**src/rtl/alu_sched_pkg.sv**
```systemverilog
// Shared types and constants for the ALU sequencer/arbiter.
package alu_sched_pkg;

    // Sequencer states
    typedef enum logic [1:0] {
        IDLE  = 2'b00,
        ISSUE = 2'b01,
        WAIT  = 2'b10,
        RESP  = 2'b11
    } state_t;

    // Unit select encoding carried in ALU_FUN[3:2]
    localparam logic [1:0] ARITH = 2'b00;
    localparam logic [1:0] LOGIC = 2'b01;
    localparam logic [1:0] CMP   = 2'b10;
    localparam logic [1:0] SHIFT = 2'b11;

    // Watchdog length in WAIT cycles
    localparam int DEFAULT_TIMEOUT = 8;

    // Unit field of a function code
    function automatic logic [1:0] unit_of(input logic [3:0] fun);
        return fun[3:2];
    endfunction

endpackage

```
**src/rtl/rr_arb2.sv**
```systemverilog
// Two-input round-robin arbiter, purely combinational.
// last = index of the requester granted most recently; on a tie the other one wins.
module rr_arb2
    import alu_sched_pkg::*;
(
    input  logic [1:0] req,
    input  logic       last,
    output logic [1:0] gnt
);

    // One-hot grant; a lone request always wins, a tie goes to the non-last requester
    always_comb begin
        gnt = 2'b00;
        case (req)
            2'b01:   gnt = 2'b01;
            2'b10:   gnt = 2'b10;
            2'b11:   gnt = last ? 2'b01 : 2'b10;
            default: gnt = 2'b00;
        endcase
    end

endmodule

```
**src/rtl/alu_sched.sv**
```systemverilog
// Shares one ALU between two requesters: arbitrate, issue with a one-cycle
// enable, wait for the result under a watchdog, and return it on a
// valid/ready response channel tagged with the requester ID.
module alu_sched
    import alu_sched_pkg::*;
#(
    parameter int OPER_WIDTH = 16,
    parameter int FUN_WIDTH  = 4,
    parameter int TIMEOUT    = DEFAULT_TIMEOUT
) (
    input  logic                  CLK,
    input  logic                  RST,

    input  logic                  Req0_Valid,
    output logic                  Req0_Ready,
    input  logic [OPER_WIDTH-1:0] Req0_A,
    input  logic [OPER_WIDTH-1:0] Req0_B,
    input  logic [FUN_WIDTH-1:0]  Req0_Fun,

    input  logic                  Req1_Valid,
    output logic                  Req1_Ready,
    input  logic [OPER_WIDTH-1:0] Req1_A,
    input  logic [OPER_WIDTH-1:0] Req1_B,
    input  logic [FUN_WIDTH-1:0]  Req1_Fun,

    output logic [OPER_WIDTH-1:0] ALU_A,
    output logic [OPER_WIDTH-1:0] ALU_B,
    output logic [FUN_WIDTH-1:0]  ALU_FUN,
    output logic                  ALU_Enable,
    input  logic [OPER_WIDTH-1:0] ALU_Out,
    input  logic                  ALU_Out_Valid,

    output logic                  Resp_Valid,
    input  logic                  Resp_Ready,
    output logic [OPER_WIDTH-1:0] Resp_Data,
    output logic                  Resp_ID,
    output logic                  Resp_Err,

    output logic                  Busy
);

    localparam int WD_W = (TIMEOUT > 2) ? $clog2(TIMEOUT) : 1;
    localparam logic [WD_W-1:0] WD_LAST = WD_W'(TIMEOUT - 1);

    state_t          state;
    logic            last_gnt;   // requester granted most recently
    logic            cur_id;     // requester of the command in flight
    logic [WD_W-1:0] wdog;

    // Requesters gathered into indexable arrays so the grant selects by ID
    logic [1:0]                 req_vld;
    logic [1:0]                 gnt;
    logic                       gsel;
    logic [1:0][OPER_WIDTH-1:0] req_a;
    logic [1:0][OPER_WIDTH-1:0] req_b;
    logic [1:0][FUN_WIDTH-1:0]  req_fun;

    assign req_vld = {Req1_Valid, Req0_Valid};
    assign req_a   = {Req1_A, Req0_A};
    assign req_b   = {Req1_B, Req0_B};
    assign req_fun = {Req1_Fun, Req0_Fun};
    assign gsel    = gnt[1];

    rr_arb2 u_arb (
        .req  (req_vld),
        .last (last_gnt),
        .gnt  (gnt)
    );

    // Ready only for the winner, only in IDLE; held low while reset is asserted
    assign Req0_Ready = RST && (state == IDLE) && gnt[0];
    assign Req1_Ready = RST && (state == IDLE) && gnt[1];
    assign Busy       = (state != IDLE);

    // Sequencer: grant -> issue pulse -> wait with watchdog -> hold response
    always_ff @(posedge CLK or negedge RST) begin
        if (!RST) begin
            state      <= IDLE;
            last_gnt   <= 1'b1;
            cur_id     <= 1'b0;
            wdog       <= '0;
            ALU_A      <= '0;
            ALU_B      <= '0;
            ALU_FUN    <= '0;
            ALU_Enable <= 1'b0;
            Resp_Valid <= 1'b0;
            Resp_Data  <= '0;
            Resp_ID    <= 1'b0;
            Resp_Err   <= 1'b0;
        end else begin
            case (state)
                IDLE: begin
                    if (gnt != 2'b00) begin
                        ALU_A      <= req_a[gsel];
                        ALU_B      <= req_b[gsel];
                        ALU_FUN    <= req_fun[gsel];
                        cur_id     <= gsel;
                        last_gnt   <= gsel;
                        ALU_Enable <= 1'b1;
                        state      <= ISSUE;
                    end
                end
                ISSUE: begin
                    // Result cannot arrive yet; any valid here is ignored
                    ALU_Enable <= 1'b0;
                    wdog       <= '0;
                    state      <= WAIT;
                end
                WAIT: begin
                    if (ALU_Out_Valid) begin
                        // A result in the last watchdog cycle still counts
                        Resp_Data  <= ALU_Out;
                        Resp_Err   <= 1'b0;
                        Resp_ID    <= cur_id;
                        Resp_Valid <= 1'b1;
                        state      <= RESP;
                    end else if (wdog == WD_LAST) begin
                        Resp_Data  <= '0;
                        Resp_Err   <= 1'b1;
                        Resp_ID    <= cur_id;
                        Resp_Valid <= 1'b1;
                        state      <= RESP;
                    end else begin
                        wdog <= wdog + WD_W'(1);
                    end
                end
                RESP: begin
                    // Response fields stay put until the consumer takes them
                    if (Resp_Ready) begin
                        Resp_Valid <= 1'b0;
                        state      <= IDLE;
                    end
                end
                default: state <= IDLE;
            endcase
        end
    end

endmodule

```
**config.mk**
```make
export PLATFORM = sky130hd
export DESIGN_NAME = alu_sched
export DESIGN_NICKNAME = d
export VERILOG_FILES = /design/src/rtl/alu_sched_pkg.sv /design/src/rtl/rr_arb2.sv /design/src/rtl/alu_sched.sv
export SDC_FILE = /design/constraint.sdc
export NUM_CORES = 1
export LEC_CHECK = 0
export ABC_AREA = 1
export BUFFER_PORTS_ARGS = -buffer_cell sky130_fd_sc_hd__buf_4
export CAP_MARGIN = 20
export CORE_UTILIZATION = 51
export DETAILED_ROUTE_END_ITERATION = 7
export GPL_ROUTABILITY_DRIVEN = 0
export PLACE_DENSITY = 0.85
export SKIP_CTS_REPAIR_TIMING = 1
export SLEW_MARGIN = 20
export SYNTH_ARGS = -nofsm -noshare
export SYNTH_HDL_FRONTEND = slang
export SYNTH_SLANG_ARGS = --single-unit
```
**constraint.sdc**
```tcl
create_clock -name CLK -period 2.03 [get_ports CLK]
set_input_delay 0.1015 -clock CLK [delete_from_list [all_inputs] [get_ports CLK]]
set_output_delay 0.1015 -clock CLK [all_outputs]
set_load 0.05 [all_outputs]
```
==> summary.md, run 1 <==
| Metric | Value |
|---|---|
| Starting Density | `52.5%` |
| Slowest CP cell | `dfrtp_1` |
| Area Overhead vs Synth | `44.1%` |
| Layout Nets | `672` |
| Leading cell types by count after synthesis | `nand2_1 (104), nand3_1 (72), dfrtp_1 (62), inv_1 (49), o21ai_0 (37)` |
| Endpoint class of the critical path | `flip-flop` |
| Die height | `82.6 um` |
| Port bufs | `152` |
| Area share of the largest cell type after synthesis | `46.8%` |
| Worst-Skew Late Latency | `0.34 ns` |
| Actual slew at the worst max-slew pin | `0.878 ns` |
| Final hold slack | `-0.0123 ns` |
| CP required | `2.24 ns` |
| Clock Path Buffers | `2` |
| Mean Syn Cell Area | `7.89 um2` |
| Post-Synthesis Cells | `420` |
| Total Power | `0.00815 W` |
| Most used flip-flop cell after synthesis | `dfrtp_1` |
| Final period util | `91.3%` |
| CP dominant cell by count | `nand2_1` |
| PwrDens | `1710 nW/um2` |
| Router iterations before antenna repair | `5` |
| Post-Place Setup Slack | `0.368 ns` |
| Failing checks | `hold timing` |
| Post-DP HPWL | `6.69 mm` |
| Global Route Usage Sum | `28.5%` |
| Vias in the first global route | `3110` |
| Die Footprint | `6830 um2` |
| Largest net degree at the start of global routing | `45` |
| Root Buffer | `clkbuf_8` |
| Slowest stage delay, CP | `0.40 ns` |
| Max Cap Viol | `0` |
| Critical path peak fanout | `18` |
| Total I/O pin count | `153` |
| Status | `finished, violations left` |
| CTS Buf Count | `9` |
| Synth top area cells | `dfrtp_1 (47%), nand2_1 (12%), nand3_1 (11%)` |
| #FFs+latches synth | `63` |
| Fmax | `540 MHz` |
| Remaining DRCs | `0` |
| PnR worst setup slack | `0.178 ns` |
| Post-Syn Area | `3310 um2` |
| Startpoint Class | `flip-flop` |
| Max Clock Skew | `0.00918 ns` |
| RSZ-0062 raised after global routing | `no` |
| Synth warnings | `0` |
| Clock Sinks | `63` |
| Critical Path, Cell by Cell | `inv_1 -> ha_1 -> nand2_2 -> nand2_1 -> o21ai_0 -> nand2_1` |
| Core region area | `6310 um2` |
| H-tree levels | `3` |
| Post-synth top area cell | `dfrtp_1` |
| Critical Path AT | `2.07 ns` |
| Clock transition at path regs | `0.07 ns` |
| Fraction of final layout cells sized beyond drive strength 1 | `31.9%` |
| Die Wd | `82.6 um` |
| Final hold violations | `7` |
| Crit Path Category | `reg2reg` |
| Via Count | `3438` |
| CTS tree | `done` |
| Antenna-violating nets left | `0` |
| Routed len/inst | `14.7 um` |
| Slew headroom | `41.4%` |
| Initial antenna violation count | `0` |
| Worst vdd ir | `0.00110 V` |
| Final setup viols | `0` |
| Pins Over Slew Limit | `0` |
| Vias/cell | `5.26` |
| Grt ovf | `0` |
| Post-synth EDFFs | `0` |
| Num rows | `29` |
| First DRT Iteration DRCs | `194` |
| Async SR Flop Fraction | `100%` |
| Routed WL | `9.63 mm` |
| Cell with the most instances after synthesis | `nand2_1` |
| Hold Crit Class | `in2reg` |
| Unique masters post-synth | `17` |
| N_diodes | `0` |
| Leak | `2.66 nW` |
| Syn_nets | `521` |
| Global-route wire length before repair | `14.4 mm` |
| Sequential fraction of the synthesis area | `47.6%` |
| Tmin final | `1.85 ns` |
worst paths after layout:
check / from / depth (start not counted) / slack, ns / to
max: state[0]$_DFFE_PN0P_ / 6 / 0.18 / wdog[2]$_DFFE_PN0P_
min reg2reg: last_gnt$_DFFE_PN1P_ / 2 / 0.50 / last_gnt$_DFFE_PN1P_
max reg2reg: state[0]$_DFFE_PN0P_ / 6 / 0.18 / wdog[2]$_DFFE_PN0P_
min: ALU_Out[9] / 3 / -0.01 / Resp_Data[9]$_DFFE_PN0P_
min in group asynchronous: RST / 2 / 0.18 / wdog[1]$_DFFE_PN0P_
max in group asynchronous: RST / 3 / 0.98 / ALU_B[2]$_DFFE_PN0P_
power breakdown:
group          internal (W)  switching (W)
sequential          0.00187       0.000344
combinational       0.00144        0.00335
clock              0.000664       0.000477
metal layers:
layer | routed length [um] | global-route usage, % | up-vias
li1 | - | - | 1663
met1 | 3880 | 35.2 | 1612
met2 | 4910 | 49.7 | 146
met3 | 670 | 5.16 | 17
met4 | 169 | 10.3 | 0
met5 | 0 | 0 | -
flip-flops by register name, indices dropped and copies added, names as in the netlist:
signal,count
Resp_ID,1
state,2
Resp_Err,1
ALU_A,16
cur_id,1
ALU_B,16
last_gnt,1
Resp_Valid,1
Resp_Data,16
ALU_FUN,4
wdog,3
ALU_Enable,1
final cells by class:
class / instances / area, um2
timing repair buffer: 169 / 1290
clock buffer: 13 / 169
sequential: 63 / 1580
tap: 77 / 96.3
inverter: 49 / 184
multi-input combinational: 279 / 1420
clock inverter: 3 / 40.0
fill: 464 / 1540
cells by family after synthesis:
logic type      Yosys count  share of synthesized area [%]
compound gates           47                           7.10
fa+ha+maj                 7                           2.64
buf+inv                  78                           10.0
flops                    63                           47.6
simple gates            225                           32.7
per-stage QoR:
step                      std cells  util [%]  TNS (ns)  cell area [um2]
final                           653      75.6         0             4780
after global routing            653      75.6         0             4780
after CTS                       648      74.9         0             4730
after detailed placement        632      71.5         0             4520
after global placement          632      71.5         0             4520
after floorplan                 420         -    -0.810             3310
critical path, delay by kind of cell (launching register included):
| family | cells | cell delay (ns) |
|---|---|---|
| adder cells (fa/ha/maj) | 1 | 0.31 |
| flip-flops | 1 | 0.40 |
| AND/OR/NAND/NOR | 3 | 0.63 |
| AO/OA/AOI/OAI | 1 | 0.28 |
| buffers and inverters | 1 | 0.10 |
cell usage in the layout, fill, tap and decap left out, drive strengths merged, types with 5 or more instances in the layout:
| cell type | Yosys | layout |
|---|---|---|
| nor2 | 7 | 7 |
| nand3b | 36 | 36 |
| nand2 | 106 | 106 |
| dfrtp | 62 | 62 |
| buf | 23 | 164 |
| clkbuf | 6 | 13 |
| nand3 | 72 | 72 |
| o21ai | 45 | 45 |
| dlygate4sd3 | 0 | 5 |
| ha | 7 | 7 |
| inv | 49 | 49 |
No activity file was read; power rests on OpenSTA's default activity.
==> run 2, diff against run 1 <==
CORE_UTILIZATION = 52   (was 51)
CTS_BUF_LIST = sky130_fd_sc_hd__clkbuf_8   (was unset)
PLACE_DENSITY = 0.87   (was 0.85)
==> summary.md, run 2 (synthesis results as in run 1) <==
| Metric | Value |
|---|---|
| Clock transition at path regs | `0.07 ns` |
| Endpoint class of the critical path | `primary output` |
| Router iterations before antenna repair | `4` |
| Die Wd | `81.8 um` |
| Routed WL | `9.26 mm` |
| CP required | `1.93 ns` |
| RSZ-0062 raised after global routing | `no` |
| Post-Place Setup Slack | `0.343 ns` |
| Switching Share | `51.3%` |
| Largest net degree at the start of global routing | `41` |
| Pins Over Slew Limit | `0` |
| Fmax | `529 MHz` |
| Final period util | `93.0%` |
| Gate power share | `59.2%` |
| Most common cell after layout, fill and taps aside | `buf_4` |
| Startpoint Class | `flip-flop` |
| Post-DP HPWL | `6.54 mm` |
| N_diodes | `0` |
| Remaining DRCs | `0` |
| Total I/O pin count | `153` |
| Clock Path Buffers | `2` |
| Failing checks | `hold timing` |
| Slew headroom | `55.2%` |
| Starting Density | `55.0%` |
| CTS tree | `done` |
| Via Count | `3375` |
| Max Clock Skew | `0.00736 ns` |
| Regs by FF count | `ALU_A (16), ALU_B (16), Resp_Data (16)` |
| Worst vdd ir | `0.00112 V` |
| Routed len/inst | `14.4 um` |
| Pint | `0.00391 W` |
| First DRT Iteration DRCs | `190` |
| Die height | `81.8 um` |
| Critical Path AT | `1.79 ns` |
| Port bufs | `152` |
| Hold Crit Class | `in2reg` |
| Die Footprint | `6700 um2` |
| Root Buffer | `clkbuf_8` |
| Worst-Skew Late Latency | `0.33 ns` |
| Area Overhead vs Synth | `41.8%` |
| Antenna-violating nets left | `0` |
| Fraction of final layout cells sized beyond drive strength 1 | `31.8%` |
| Final setup viols | `0` |
| Layout Nets | `667` |
| H-tree levels | `3` |
| Num rows | `28` |
| Leak | `2.63 nW` |
| Max Cap Viol | `0` |
| Final core occ | `78.0%` |
| Flop2flop setup slack | `0.27 ns` |
| PwrDens | `1710 nW/um2` |
| Commonest non-fill, non-tap cells in the layout | `buf_4 (161), nand2_1 (104), nand3_1 (72), dfrtp_1 (62), inv_1 (49)` |
| Fin Setup TNS | `0 ns` |
| PnR worst setup slack | `0.141 ns` |
| Vias/cell | `5.23` |
| Tmin final | `1.89 ns` |
| Status | `finished, violations left` |
| CTS Buf Count | `9` |
| Final hold violations | `2` |
| Final hold slack | `-0.00529 ns` |
| Share of total power in the clock network | `13.4%` |
| Clock Sinks | `63` |
| Crit Path Category | `reg2out` |
| Actual slew at the worst max-slew pin | `0.669 ns` |
| Critical path peak fanout | `22` |
| Vias in the first global route | `3108` |
| Global Route Usage Sum | `28.0%` |
| Initial antenna violation count | `0` |
| Grt ovf | `0` |
| Global-route wire length before repair | `14.2 mm` |
| Net Switching | `0.00411 W` |
| Seq pwr share | `27.4%` |
| Filler cells | `444` |
| Core region area | `6030 um2` |
## run 2: changes by cell type in the layout (fill, tap and decap cells not counted)
cell / delta
buf_4: -2
dlygate4sd3_1: -2
buf_12: -1
clkbuf_1: -1
clkbuf_8: -1
clkinv_2: +1
nor2_2: +1
nor2_4: -1
## run 2: routing by layer
metal	wire length, um	vias to the layer above	GRT usage (%)
li1	-	1653	-
met5	0	-	0
met3	504	18	5.11
met2	4750	121	48.3
met1	3810	1583	34.8
met4	197	0	10.0
## run 2: critical path: stages, from the launching register on
cell     delay, ns
dfrtp_1       0.41
inv_1         0.13
ha_1          0.19
inv_1         0.08
buf_4         0.21
nor3_1        0.20
buf_4         0.24
## run 2: power groups by stage
| stage | Combinational, W | Sequential (W) | Clock (W) |
|---|---|---|---|
| finish | 0.00475 | 0.00220 | 0.00107 |
| global placement | 0.00465 | 0.00220 | 0 |
| detailed placement | 0.00474 | 0.00221 | 0 |
| global route | 0.00508 | 0.00226 | 0.00114 |
| CTS | 0.00476 | 0.00220 | 0.00109 |
| floorplan | 0.00142 | 0.00404 | 0 |
## run 2: cell type report
class	instances	area, um2	share of cell area [%]
clock buffers	11	151	3.22
clock inverters	4	45.0	0.958
inverters	49	184	3.91
multi-input cells	279	1410	30.0
flip-flops and latches	63	1580	33.6
well taps	75	93.8	2.00
repair buffers	164	1240	26.4
## run 2: stage by stage
stage	total power [W]	area (um2)	cells
2_1_floorplan	0.00545	3310	420
3_3_place_gp	0.00685	4470	627
3_5_place_dp	0.00695	4470	627
4_1_cts	0.00805	4670	642
5_1_grt	0.00848	4700	645
6_report	0.00802	4700	645
## run 2: final timing paths
path                                 startpoint                        to  cells after the start
max in group asynchronous                   RST      last_gnt$_DFFE_PN1P_                      3
min in group asynchronous                   RST      ALU_A[3]$_DFFE_PN0P_                      2
min reg2reg                ALU_A[2]$_DFFE_PN0P_      ALU_A[2]$_DFFE_PN0P_                      2
max                        state[1]$_DFFE_PN0P_                Req1_Ready                      6
min                                  ALU_Out[1]  Resp_Data[1]$_DFFE_PN0P_                      3
max reg2reg                state[0]$_DFFE_PN0P_       wdog[1]$_DFFE_PN0P_                      6
==> run 3, diff against run 2 <==
CORE_UTILIZATION = 44   (was 52)
PLACE_DENSITY = 0.78   (was 0.87)
clock period = 1.6 ns   (was 2.03 ns; I/O delays follow)
==> summary.md, run 3 (synthesis results as in run 1) <==
| Metric | Value |
|---|---|
| Status | `finished, violations left` |
| Failing checks | `hold timing` |
| Critical Path AT | `1.48 ns` |
| Die Wd | `88.8 um` |
| Global Route Usage Sum | `24.8%` |
| Final setup viols | `0` |
| Slowest stage delay, CP | `0.42 ns` |
| Die Footprint | `7880 um2` |
| Regs by FF count | `ALU_A (16), ALU_B (16), Resp_Data (16)` |
| Startpoint Class | `flip-flop` |
| Critical path peak fanout | `5` |
| CP required | `1.52 ns` |
| N_diodes | `0` |
| Flop2flop setup slack | `0.04 ns` |
| Placed insts | `658` |
| Area Overhead vs Synth | `52.7%` |
| CTS Buf Count | `9` |
| Endpoint class of the critical path | `primary output` |
| Layer with the highest usage | `met2` |
| Hold Crit Class | `in2reg` |
| Final hold slack | `-0.0199 ns` |
| Commonest non-fill, non-tap cells in the layout | `buf_4 (170), nand2_1 (103), nand3_1 (72), dfrtp_1 (62), inv_1 (47)` |
| Worst-Skew Late Latency | `0.33 ns` |
| Die height | `88.8 um` |
| Num rows | `31` |
| Leak | `2.78 nW` |
| Worst vdd ir | `0.00119 V` |
| Clock Path Buffers | `2` |
| Global-route wire length before repair | `14.8 mm` |
| Max Cap Viol | `0` |
| Switching Share | `50.0%` |
| GR Util met1 | `30.3%` |
| Vias in the first global route | `3252` |
| Antenna-violating nets left | `0` |
| Critical Path, Cell by Cell | `inv_2 -> ha_4 -> inv_8 -> buf_12 -> nor3_4 -> buf_6` |
| First DRT Iteration DRCs | `171` |
| Global-route track usage on met2 | `42.4%` |
| Layout Nets | `691` |
| H-tree levels | `3` |
| Final hold violations | `5` |
| Share of total power in the clock network | `13.3%` |
| Final period util | `97.7%` |
| Fraction of final layout cells sized beyond drive strength 1 | `34.3%` |
| Most common cell after layout, fill and taps aside | `buf_4` |
| Gate power share | `60.7%` |
| Pint | `0.00541 W` |
| Via Count | `3462` |
| Router iterations before antenna repair | `5` |
| Root Buffer | `clkbuf_8` |
| Max Clock Skew | `0.00936 ns` |
| Post-DP HPWL | `6.64 mm` |
| Grt ovf | `0` |
| Largest net degree at the start of global routing | `64` |
| Port bufs | `152` |
| Tmin final | `1.56 ns` |
| Slowest CP cell | `dfrtp_1` |
| Clock Sinks | `63` |
| Vias/cell | `4.99` |
| Total Power | `0.0108 W` |
| Initial antenna violation count | `0` |
| Starting Density | `45.7%` |
| Crit Path Category | `reg2out` |
| Finished Layout Cells | `694` |
| Pins Over Slew Limit | `0` |
| Net Switching | `0.00540 W` |
| Actual slew at the worst max-slew pin | `0.781 ns` |
| PwrDens | `2140 nW/um2` |
| Clock transition at path regs | `0.07 ns` |
| Routed WL | `9.70 mm` |
| Seq pwr share | `26.0%` |
| Crit path buffers/inverters | `4` |
| Critical path's top delay family | `buffers and inverters` |
| Core region area | `7250 um2` |
| Remaining DRCs | `0` |
| Total I/O pin count | `153` |
| RSZ-0062 raised after global routing | `yes` |
| Met3 usage | `5.69%` |
| Routed len/inst | `14.0 um` |
| CTS tree | `done` |
| Fmax | `640 MHz` |
| Slew headroom | `47.9%` |
run 3: power groups by stage:
| stage | combinational (W) | sequential, W | clock [W] |
|---|---|---|---|
| 2_1_floorplan | 0.00184 | 0.00512 | 0 |
| 3_5_place_dp | 0.00612 | 0.00283 | 0 |
| 5_1_grt | 0.00702 | 0.00290 | 0.00154 |
| 6_report | 0.00656 | 0.00281 | 0.00144 |
| 4_1_cts | 0.00613 | 0.00281 | 0.00145 |
| 3_3_place_gp | 0.00602 | 0.00280 | 0 |
run 3: area by class of cell:
class,count,area (um2)
Tap cell,99,124
Multi-Input combinational cell,279,1450
Sequential cell,63,1580
Timing Repair Buffer,188,1510
Fill cell,569,2190
Inverter,49,191
Clock inverter,4,43.8
Clock buffer,12,165
run 3: through the flow:
step	setup WS (ns)	utilization, %	hold slack (ns)	cell area, um2	setup TNS [ns]
2_1_floorplan	0.0308	-	-0.216	3340	0
3_3_place_gp	0.196	63.3	0.309	4590	0
3_5_place_dp	0.0933	63.3	0.312	4590	0
4_1_cts	-0.240	66.2	-0.0537	4800	-0.569
5_1_grt	-0.0541	69.8	0.00171	5060	-0.614
6_report	0.0372	69.8	-0.0199	5060	0
run 3: routing by layer:
metal  vias up  part of all wire, %  wire [um]
met3        16                  6.7        648
met1      1616                   41       3980
met2       133                   50       4900
met4         0                  1.8        171
met5         -                    0          0
li1       1697                    -          -
run 3: worst paths after layout:
path / from / to / cells past startpoint
setup / recovery: state[0]$_DFFE_PN0P_ / Req1_Ready / 6
hold / removal: ALU_Out[9] / Resp_Data[9]$_DFFE_PN0P_ / 3
setup reg to reg: state[1]$_DFFE_PN0P_ / wdog[0]$_DFFE_PN0P_ / 6
hold reg to reg: last_gnt$_DFFE_PN1P_ / last_gnt$_DFFE_PN1P_ / 2
max in group asynchronous: RST / ALU_A[11]$_DFFE_PN0P_ / 3
min in group asynchronous: RST / ALU_B[3]$_DFFE_PN0P_ / 3
run 3: worst reg2reg max path, cell delays in order, from the launching register on:
cell,delay [ns]
dfrtp_1,0.42
buf_4,0.16
ha_1,0.27
nand2_1,0.16
nand2_2,0.11
o21ai_0,0.19
o21ai_0,0.13
